--- src/rtl/cmp_pkg.sv ---
// Shared definitions for the serial magnitude comparator.
//  - state_t     : controller state encoding (IDLE/SCAN/DONE)
//  - cmp_flags_t : registered {g, l, e} result bundle
//  - DEF_WIDTH   : default operand width
package cmp_pkg;

   localparam int unsigned DEF_WIDTH = 8;

   typedef enum logic [1:0] {
      ST_IDLE = 2'd0,
      ST_SCAN = 2'd1,
      ST_DONE = 2'd2
   } state_t;

   typedef struct packed {
      logic g;
      logic l;
      logic e;
   } cmp_flags_t;

endpackage : cmp_pkg

--- src/rtl/cmp_bit_cell.sv ---
// Purely combinational 1-bit magnitude compare cell.
//  a, b  : input bits
//  gt_c  : a > b
//  lt_c  : a < b
//  eq_c  : a == b
module cmp_bit_cell (
   input  logic a,
   input  logic b,
   output logic gt_c,
   output logic lt_c,
   output logic eq_c
);

   assign gt_c = a & ~b;
   assign lt_c = ~a & b;
   assign eq_c = ~(a ^ b);

endmodule : cmp_bit_cell

--- src/rtl/serial_mag_compare_ctrl.sv ---
// Bit-serial unsigned magnitude comparator, MSB first, with early exit on the
// first differing bit. A single shared 1-bit cell does all the comparing.
//  clk, rst_n   : clock, asynchronous active-low reset
//  start_in     : request, accepted in IDLE or DONE
//  a_in, b_in   : operands, captured with an accepted request
//  busy         : high while scanning
//  done         : one-cycle pulse, result flags valid
//  g_t/l_t/e_t  : held result flags (A>B, A<B, A==B)
module serial_mag_compare_ctrl
   import cmp_pkg::*;
#(
   parameter int unsigned WIDTH = DEF_WIDTH
) (
   input  logic             clk,
   input  logic             rst_n,
   input  logic             start_in,
   input  logic [WIDTH-1:0] a_in,
   input  logic [WIDTH-1:0] b_in,
   output logic             busy,
   output logic             done,
   output logic             g_t,
   output logic             l_t,
   output logic             e_t
);

   localparam int unsigned CNT_W = $clog2(WIDTH);

   state_t           state, state_next;
   logic [WIDTH-1:0] sh_a, sh_a_next;
   logic [WIDTH-1:0] sh_b, sh_b_next;
   logic [CNT_W-1:0] idx, idx_next;
   cmp_flags_t       flags, flags_next;
   logic             busy_next, done_next;
   logic             cell_gt, cell_lt, cell_eq;

   // Shared compare cell always looks at the current MSBs
   cmp_bit_cell u_cell (
      .a    (sh_a[WIDTH-1]),
      .b    (sh_b[WIDTH-1]),
      .gt_c (cell_gt),
      .lt_c (cell_lt),
      .eq_c (cell_eq)
   );

   // State, datapath and output registers
   always_ff @(posedge clk or negedge rst_n) begin
      if (!rst_n) begin
         state <= ST_IDLE;
         sh_a  <= '0;
         sh_b  <= '0;
         idx   <= '0;
         flags <= '0;
         busy  <= 1'b0;
         done  <= 1'b0;
      end else begin
         state <= state_next;
         sh_a  <= sh_a_next;
         sh_b  <= sh_b_next;
         idx   <= idx_next;
         flags <= flags_next;
         busy  <= busy_next;
         done  <= done_next;
      end
   end

   // Next-state and next-output logic
   always_comb begin
      state_next = state;
      sh_a_next  = sh_a;
      sh_b_next  = sh_b;
      idx_next   = idx;
      flags_next = flags;
      busy_next  = 1'b0;
      done_next  = 1'b0;

      case (state)
         ST_IDLE, ST_DONE: begin
            // DONE accepts a new request directly so back-to-back starts lose no cycle
            if (start_in) begin
               sh_a_next  = a_in;
               sh_b_next  = b_in;
               idx_next   = CNT_W'(WIDTH - 1);
               state_next = ST_SCAN;
               busy_next  = 1'b1;
            end else begin
               state_next = ST_IDLE;
            end
         end

         ST_SCAN: begin
            if (!cell_eq) begin
               flags_next = '{g: cell_gt, l: cell_lt, e: 1'b0};
               state_next = ST_DONE;
               done_next  = 1'b1;
            end else if (idx == '0) begin
               flags_next = '{g: 1'b0, l: 1'b0, e: 1'b1};
               state_next = ST_DONE;
               done_next  = 1'b1;
            end else begin
               sh_a_next = {sh_a[WIDTH-2:0], 1'b0};
               sh_b_next = {sh_b[WIDTH-2:0], 1'b0};
               idx_next  = idx - CNT_W'(1);
               busy_next = 1'b1;
            end
         end

         default: begin
            state_next = ST_IDLE;
         end
      endcase
   end

   assign g_t = flags.g;
   assign l_t = flags.l;
   assign e_t = flags.e;

endmodule : serial_mag_compare_ctrl

--- config.mk ---
export PLATFORM = sky130hd
export DESIGN_NAME = serial_mag_compare_ctrl
export DESIGN_NICKNAME = d
export VERILOG_FILES = /design/src/rtl/cmp_pkg.sv /design/src/rtl/cmp_bit_cell.sv /design/src/rtl/serial_mag_compare_ctrl.sv
export SDC_FILE = /design/constraint.sdc
export NUM_CORES = 1
export LEC_CHECK = 0
export ABC_AREA = 1
export CAP_MARGIN = 20
export CORE_MARGIN = 5
export CORE_UTILIZATION = 52
export DETAILED_ROUTE_END_ITERATION = 12
export HOLD_SLACK_MARGIN = 0.03
export PLACE_DENSITY = 0.79
export SKIP_LAST_GASP = 1
export SYNTH_ARGS = -nofsm -noshare
export SYNTH_HDL_FRONTEND = slang
export SYNTH_HIERARCHICAL = 1
export SYNTH_SLANG_ARGS = --single-unit
export TNS_END_PERCENT = 5
--- constraint.sdc ---
create_clock -name clk -period 1.7 [get_ports clk]
set_input_delay 0.255 -clock clk [delete_from_list [all_inputs] [get_ports clk]]
set_output_delay 0.255 -clock clk [all_outputs]
set_load 0.005 [all_outputs]
# --- Word level (Yosys, flattened, before mapping) ---
# Cells that the tools add are included.
totals:
  elab_cells: 53
  output_inout_bits: 5
  input_bits: 19
  reg_bits: 26
classes:
  n_eq_ne: 6
  reduce_logical: 7
  muxes: 25
  n_bitwise: 5
  addsub: 1
ops:
  columns: ["op", "count"]
  rows:
  - ["$mux W8", 6]
  - ["$pmux W8 S2", 2]
  - ["$mux W3", 5]
  - ["$mux W1", 7]
  - ["$ne A2 B2 Y1 const B", 3]
  - ["$pmux W3 S2", 1]
  - ["$mux W2", 2]
  - ["$pmux W2 S2", 1]
  - ["$reduce_and A4 Y1", 1]
  - ["$reduce_bool A2 Y1", 2]
  - ["$logic_not A3 Y1", 1]
  - ["$ne A3 B3 Y1 const B", 1]
  - ["$sub A3 B1 Y3 const B", 1]
  - ["$and A1 B1 Y1", 2]
  - ["$eq A2 B1 Y1 const B", 1]
  - ["$eq A2 B2 Y1 const B", 1]
  - ["$logic_not A2 Y1", 1]
  - ["$not A1 Y1", 2]
  - ["$pmux W1 S2", 1]
  - ["$reduce_and A2 Y1", 1]
  - ["$reduce_or A2 Y1", 1]
  - ["$xor A1 B1 Y1", 1]

# --- Depth between registers and ports, before layout ---
# Gate-level depths: netlist of the first run.
depth:
  depth_word: 4
  ltp_mapped: 8
  depth_no_buf: 7

# --- Cells and area by module ---
# The synthesis of the first run kept the hierarchy.
by_module_without_submodules:
  columns: ["mod", "area_per_inst_um2", "seq_area_each_um2", "instances", "cells_per_inst"]
  rows:
  - ["serial_mag_compare_ctrl", 1366.3, 650.6, 1, 173]
  - ["cmp_bit_cell", 32.5, 0.0, 1, 4]

# --- Least setup slack after synthesis of the first run ---
# Ideal clock, no wire load.
synth_path:
  path_kind: "flip-flop to flip-flop"
  startpoint: "register sh_a[7]"
  endpoint: "register idx[2]"
  setup_ns: 0.065
  t_arrival_ns: 1.267
  required_ns: 1.635
  synth_period_minus_slack_ns: 1.332
  slack_ns: 0.368
  path_buffers: 1
  stages_incl_launch_ff: 8
  path_cell_list: "dfrtp_1 > inv_1 > ha_1 > inv_1 > a21oi_4 > buf_6 > nand3_1 > nand2_1"
synth_via:
  elab_chain_len: 3
synth_lines:
  columns: ["item", "line", "text"]
  rows:
  - ["start, declared", "serial_mag_compare_ctrl.sv:29", "logic [WIDTH-1:0] sh_a, sh_a_next;"]
  - ["start signal, assigned", "serial_mag_compare_ctrl.sv:57", "sh_a <= sh_a_next;"]
  - ["$xor A1 B1 Y1", "cmp_bit_cell.sv:16", "assign eq_c = ~(a ^ b);"]
  - ["$ne A2 B2 Y1 (no line)", null, null]
  - ["$reduce_and A4 Y1 (no line)", null, null]
  - ["end signal, assigned", "serial_mag_compare_ctrl.sv:59", "idx <= idx_next;"]
  - ["end, declared", "serial_mag_compare_ctrl.sv:31", "logic [CNT_W-1:0] idx, idx_next;"]
# No other way between the ends.
# A chain may end at the register's enable or synchronous reset.

# --- Final worst setup path of the first run ---
layout_path:
  startpoint: "register flags, in the netlist g_t"
  endpoint: "output port g_t"
layout_lines:
  columns: ["item", "line", "text"]
  rows:
  - ["start, declared", "serial_mag_compare_ctrl.sv:32", "cmp_flags_t flags, flags_next;"]
  - ["start signal, assigned", "serial_mag_compare_ctrl.sv:60", "flags <= flags_next;"]
  - ["end, declared", "serial_mag_compare_ctrl.sv:21", "output logic g_t,"]
# No word-level cell between the ends.

==> results of run 1 <==
==> power breakdown <==
| group | switching [uW] | internal, uW |
|---|---|---|
| combinational | 1010 | 689 |
| sequential | 177 | 915 |
| clock | 189 | 131 |
==> path summary, 6_finish.rpt <==
path | slack (ps) | start | end
worst min-delay path | 280 | rst_n | sh_b[0]$_DFFE_PN0P_
worst min register to register | 490 | g_t$_DFFE_PN0P_ | g_t$_DFFE_PN0P_
min in group clk | 490 | g_t$_DFFE_PN0P_ | g_t$_DFFE_PN0P_
worst max register to register | 240 | sh_b[7]$_DFFE_PN0P_ | sh_a[4]$_DFFE_PN0P_
worst max-delay path | 240 | g_t$_DFFE_PN0P_ | g_t
max in group asynchronous | 1160 | rst_n | state[0]$_DFFE_PN0P_
==> layout make-up <==
cell class / instances / area (um2) / area share [%]
well taps: 30 / 37.5 / 2.23
inverters: 11 / 41.3 / 2.46
clock buffers: 4 / 36.3 / 2.16
repair buffers: 29 / 288 / 17.1
flip-flops and latches: 26 / 651 / 38.7
multi-input cells: 130 / 627 / 37.3
==> cells by family after synthesis <==
group	synth area share, %
simple gates	39.7
buf+inv	8.68
flops	46.5
compound gates	1.52
fa+ha+maj	3.58
==> sequential cells by signal, summed over array words and instances, names as in the netlist <==
signal and flops:
e_t 1, sh_b 8, sh_a 8, done 1
busy 1, state 2, l_t 1, idx 3
g_t 1
==> metal layers <==
layer / up-vias / global-route usage (%)
li1: 617 / -
met1: 592 / 24.0
met2: 35 / 31.5
met3: 6 / 3.51
met4: 0 / 5.76
met5: - / 0
==> cells in the final DEF (no fill, tap or decap), types with 2 or more instances in the layout <==
master / netlist / final
inv_1: 9 / 9
clkdlybuf4s50_1: 0 / 23
ha_1: 4 / 4
nand2_2: 2 / 2
nand2_1: 65 / 65
dfrtp_1: 26 / 26
inv_2: 2 / 2
buf_4: 2 / 5
clkbuf_4: 0 / 3
nand4_1: 2 / 2
nand3_1: 51 / 51
==> timing repair <==
item	in CTS	in global routing
endpoints found under the setup margin	0	3
setup buffers	0	1
gates resized for setup	0	0
hold buffers	0	0
==> synthesized netlist by cell type, drive strengths merged <==
cell type,count
nand3,52
a21oi,1
nand4,2
ha,4
dfrtp,26
inv,11
nand2,67
buf,10
nor2,3
o21ai,1
==> metrics by stage <==
step                      util (%)  area, um2  setup slack, ps
after detailed placement      64.4       1620              160
after global placement        64.4       1620              186
final                         66.6       1680              237
after floorplan                  -       1400              368
after global routing          66.6       1680              140
after CTS                     65.8       1660              116
==> results.cfg, run 1 <==
[sta]
worst_slew_pin_slew_ps = 330
finalHoldViolCount = 0
skew_ps = 9.63
period_share_pct = 86.0
slew_headroom_pct = 77.9
setup_viol = 0
rsz0062_at_grt = no
tns_ps = 0
whs_ps = 277
max_freq_mhz = 684
fin_crit_ps = 1460
slew_viol_final = 0

[placement]
hpwl_um = 2080
port_buffers = 23
place_congestion = 0.801
placed_cells = 225

[detailed_routing]
drt_first_pass_iters = 4
drtIter0Drc = 65
drt-wirelength-per-cell_um = 13.6
drc = 0
met2_length_um = 1500
ant_nets = 0
wl_met1_um = 1430
vias = 1250
via_per_inst = 5.43
top_layer_used = met4
dr_wl_met3_um = 156
wirelength_um = 3120

[grt]
grt_pass1_wl_um = 5330
antenna_found_initial = 0
overflow = 0
grt_pass1_vias = 1233
grt_max_degree = 27
grt.total_usage_pct = 18.6

[clock_tree]
clock_sinks = 26
htree_levels = 1
cts_tree = yes
cts_root_buf = clkbuf_4
insertion_delay_ps = 330
path_clk_slew_ps = 150
clockBufferDepth = 2
numCtsBuffers = 3

[synth]
synth-seq-area-share_pct = 46.5
synthDistinctLibCells = 17
ys_ff_latch = 26
netlist_top_cells_area = dfrtp_1 47%, nand3_1 18%, nand2_1 17%, ha_1 3.6%, buf_6 3.2%
syn-cell-area_um2 = 1400
avgSynthCellArea_um2 = 7.90
synth_top_area_share_pct = 46.5
yosysWarnings = 6
synthCells = 177
syn_nets = 200
synth_area_leader_cell = dfrtp_1

[cells_and_area]
antenna_cells = 0
fill_cells = 226
syn_to_final_growth_pct = 20.1
fin_cells = 230
layout.nets = 224
drive_gt1_share_pct = 9.00

[worst_setup_path]
worstPathArrival_ps = 1210
rr_worst_depth = 6
worst-path-buf-inv = 1
critical_path.cell_chain = clkdlybuf4s50_1
worst-path-stages = 1
critPathKind = reg -> out
critical_path.slowest_cell = clkdlybuf4s50_1
cp_max_fo = 2
cp_slowest_stage_delay_ps = 500
end_kind = primary output
required_ps = 1440
start_kind = flop
critPathTopFamily = buffers and inverters

[die]
num_rows = 18
die-area_um2 = 3830
start_util_pct = 55.5
dieHeight_um = 61.9
die_w_um = 61.9
io_pins = 24
core_um2 = 2520

[power_and_ir_drop]
p_leak_uw = 0.000906
irDropWorstVdd_v = 0.00134
power.total_uw = 3110
powerDensity_nw_per_um2 = 1850

[outcome]
status = complete, no violations

[flow_run]
maxCapViolations = 0

[min_path]
holdCritPathClass = in -> async
Power figures use the tool's default switching activity.
==> run 2, diff against run 1 <==
Settings changed: ABC_CLOCK_PERIOD_IN_PS set to 1700, HOLD_SLACK_MARGIN 0.03 to 0.1.
==> results of run 2 <==
The final DEF is identical to that of run 1; final timing and power are the same.
==> run 3, diff against run 2 <==
Settings changed: CELL_PAD_IN_SITES_DETAIL_PLACEMENT set to 1, CELL_PAD_IN_SITES_GLOBAL_PLACEMENT set to 1, CORE_ASPECT_RATIO set to 0.8, CORE_UTILIZATION 52 to 38, PLACE_DENSITY 0.79 to not set, PLACE_DENSITY_LB_ADDON set to 0.1.
==> results.cfg, run 3 (synthesized netlist as in run 1, its figures left out) <==
[detailed_routing]
ant_nets = 0
via_per_inst = 5.11
drtIter0Drc = 51
drt-wirelength-per-cell_um = 14.9
drc = 0
drt_first_pass_iters = 4
wirelength_um = 3600
vias = 1236

[cells_and_area]
drive_gt1_share_pct = 9.00
antenna_cells = 0
final_common_cell = nand2_1
fin_util_pct = 49.9
final_cell_mix = 65 x nand2_1, 51 x nand3_1, 26 x dfrtp_1
largest_registers = sh_a x8, sh_b x8, idx x3
layout.nets = 224
syn_to_final_growth_pct = 24.6

[sta]
tns_ps = 0
period_share_pct = 87.7
max_freq_mhz = 670
slew_viol_final = 0
setup_viol = 0
slew_headroom_pct = 75.6
worst_slew_pin_slew_ps = 365
fin_crit_ps = 1490
finalHoldViolCount = 0
rsz0062_at_grt = no
skew_ps = 10.0

[worst_setup_path]
start_kind = flop
timing.rr.end = sh_a[4]$_DFFE_PN0P_
cp_max_fo = 17
end_kind = flop
critPathKind = reg -> reg
critical_path.slowest_cell = dfrtp_1
crit_top_cell = inv_1
required_ps = 1910
startpoint = sh_a[7]$_DFFE_PN0P_
worstPathArrival_ps = 1700
rr_worst_depth = 7
cp_slowest_stage_delay_ps = 400
r2r_slack_ps = 210
critical_path.cell_chain = inv_1, ha_1, inv_1, a21oi_4, buf_12, nand3_1, nand2_1
crit_path_end = sh_a[4]$_DFFE_PN0P_
regToRegStartpoint = sh_a[7]$_DFFE_PN0P_

[die]
die-area_um2 = 5000
dieHeight_um = 64.3
die_w_um = 77.8
core_um2 = 3490
num_rows = 19
start_util_pct = 40.0
io_pins = 24

[clock_tree]
numCtsBuffers = 3
path_clk_slew_ps = 100
post_cts_buffers = 0
hold_buffers = 0
cts_resized = 0
cts_root_buf = clkbuf_8
htree_levels = 1
clockBufferDepth = 2
cts_tree = yes
clock_sinks = 26
insertion_delay_ps = 270

[power_and_ir_drop]
irDropWorstVdd_v = 0.000720
p_leak_uw = 0.000927
powerDensity_nw_per_um2 = 1960

[grt]
grt_pass1_wl_um = 6240
antenna_found_initial = 0
grt_pass1_vias = 1334
grt_max_degree = 27
grt.total_usage_pct = 15.2
overflow = 0

[placement]
port_buffers = 23
hpwl_um = 2520
place_congestion = 0.733

[min_path]
holdCritPathClass = in -> async

[outcome]
status = complete, no violations

[flow_run]
maxCapViolations = 0
-- run 3: stage by stage --
stage,std cells,total power [uW],area (um2),worst slack [ps],hold slack [ps]
CTS,242,3450,1740,197,345
global route,242,3720,1740,131,386
finish,242,3410,1740,208,331
global placement,238,2840,1670,290,461
detailed placement,238,2910,1670,217,474
floorplan,177,2380,1400,368,-40.6
-- run 3: power by group --
part	switching (uW)	internal (uW)	leakage [uW]	total [uW]
combinational	1070	725	0.000572	1800
clock	203	315	0.0000357	518
sequential	180	918	0.000319	1100
total	1450	1960	0.000927	3410
-- run 3: worst min-delay path by stage --
stage | from | endpoint | slack (ps) | cells after the start
4_1_cts | rst_n | g_t$_DFFE_PN0P_ | 350 | 2
5_1_grt | rst_n | g_t$_DFFE_PN0P_ | 390 | 2
3_3_place_gp | g_t$_DFFE_PN0P_ | g_t$_DFFE_PN0P_ | 460 | 2
6_report | rst_n | g_t$_DFFE_PN0P_ | 330 | 2
2_1_floorplan | rst_n | busy$_DFF_PN0_ | -40 | 0
3_5_place_dp | e_t$_DFFE_PN0P_ | e_t$_DFFE_PN0P_ | 470 | 2
-- run 3: layer usage --
metal	vias up	routed length (um)	track usage (%)
li1	616	-	-
met1	597	1700	19.8
met2	21	1720	25.6
met3	2	154	3.93
met4	0	17	2.58
met5	-	0	0
-- run 3: worst max-delay path: cells and delay by family, from the launching register on --
family / cells / cell delay (ps)
compound gates: 1 / 160
simple gates: 2 / 180
flops: 1 / 400
buf+inv: 3 / 320
fa+ha+maj: 1 / 360
-- run 3: cell type report --
type / count / area [um2]
Clock buffer: 3 / 41.3
Fill cell: 418 / 1750
Clock inverter: 1 / 30.0
Tap cell: 42 / 52.6
Inverter: 11 / 41.3
Multi-Input combinational cell: 130 / 627
Timing Repair Buffer: 29 / 300
Sequential cell: 26 / 651
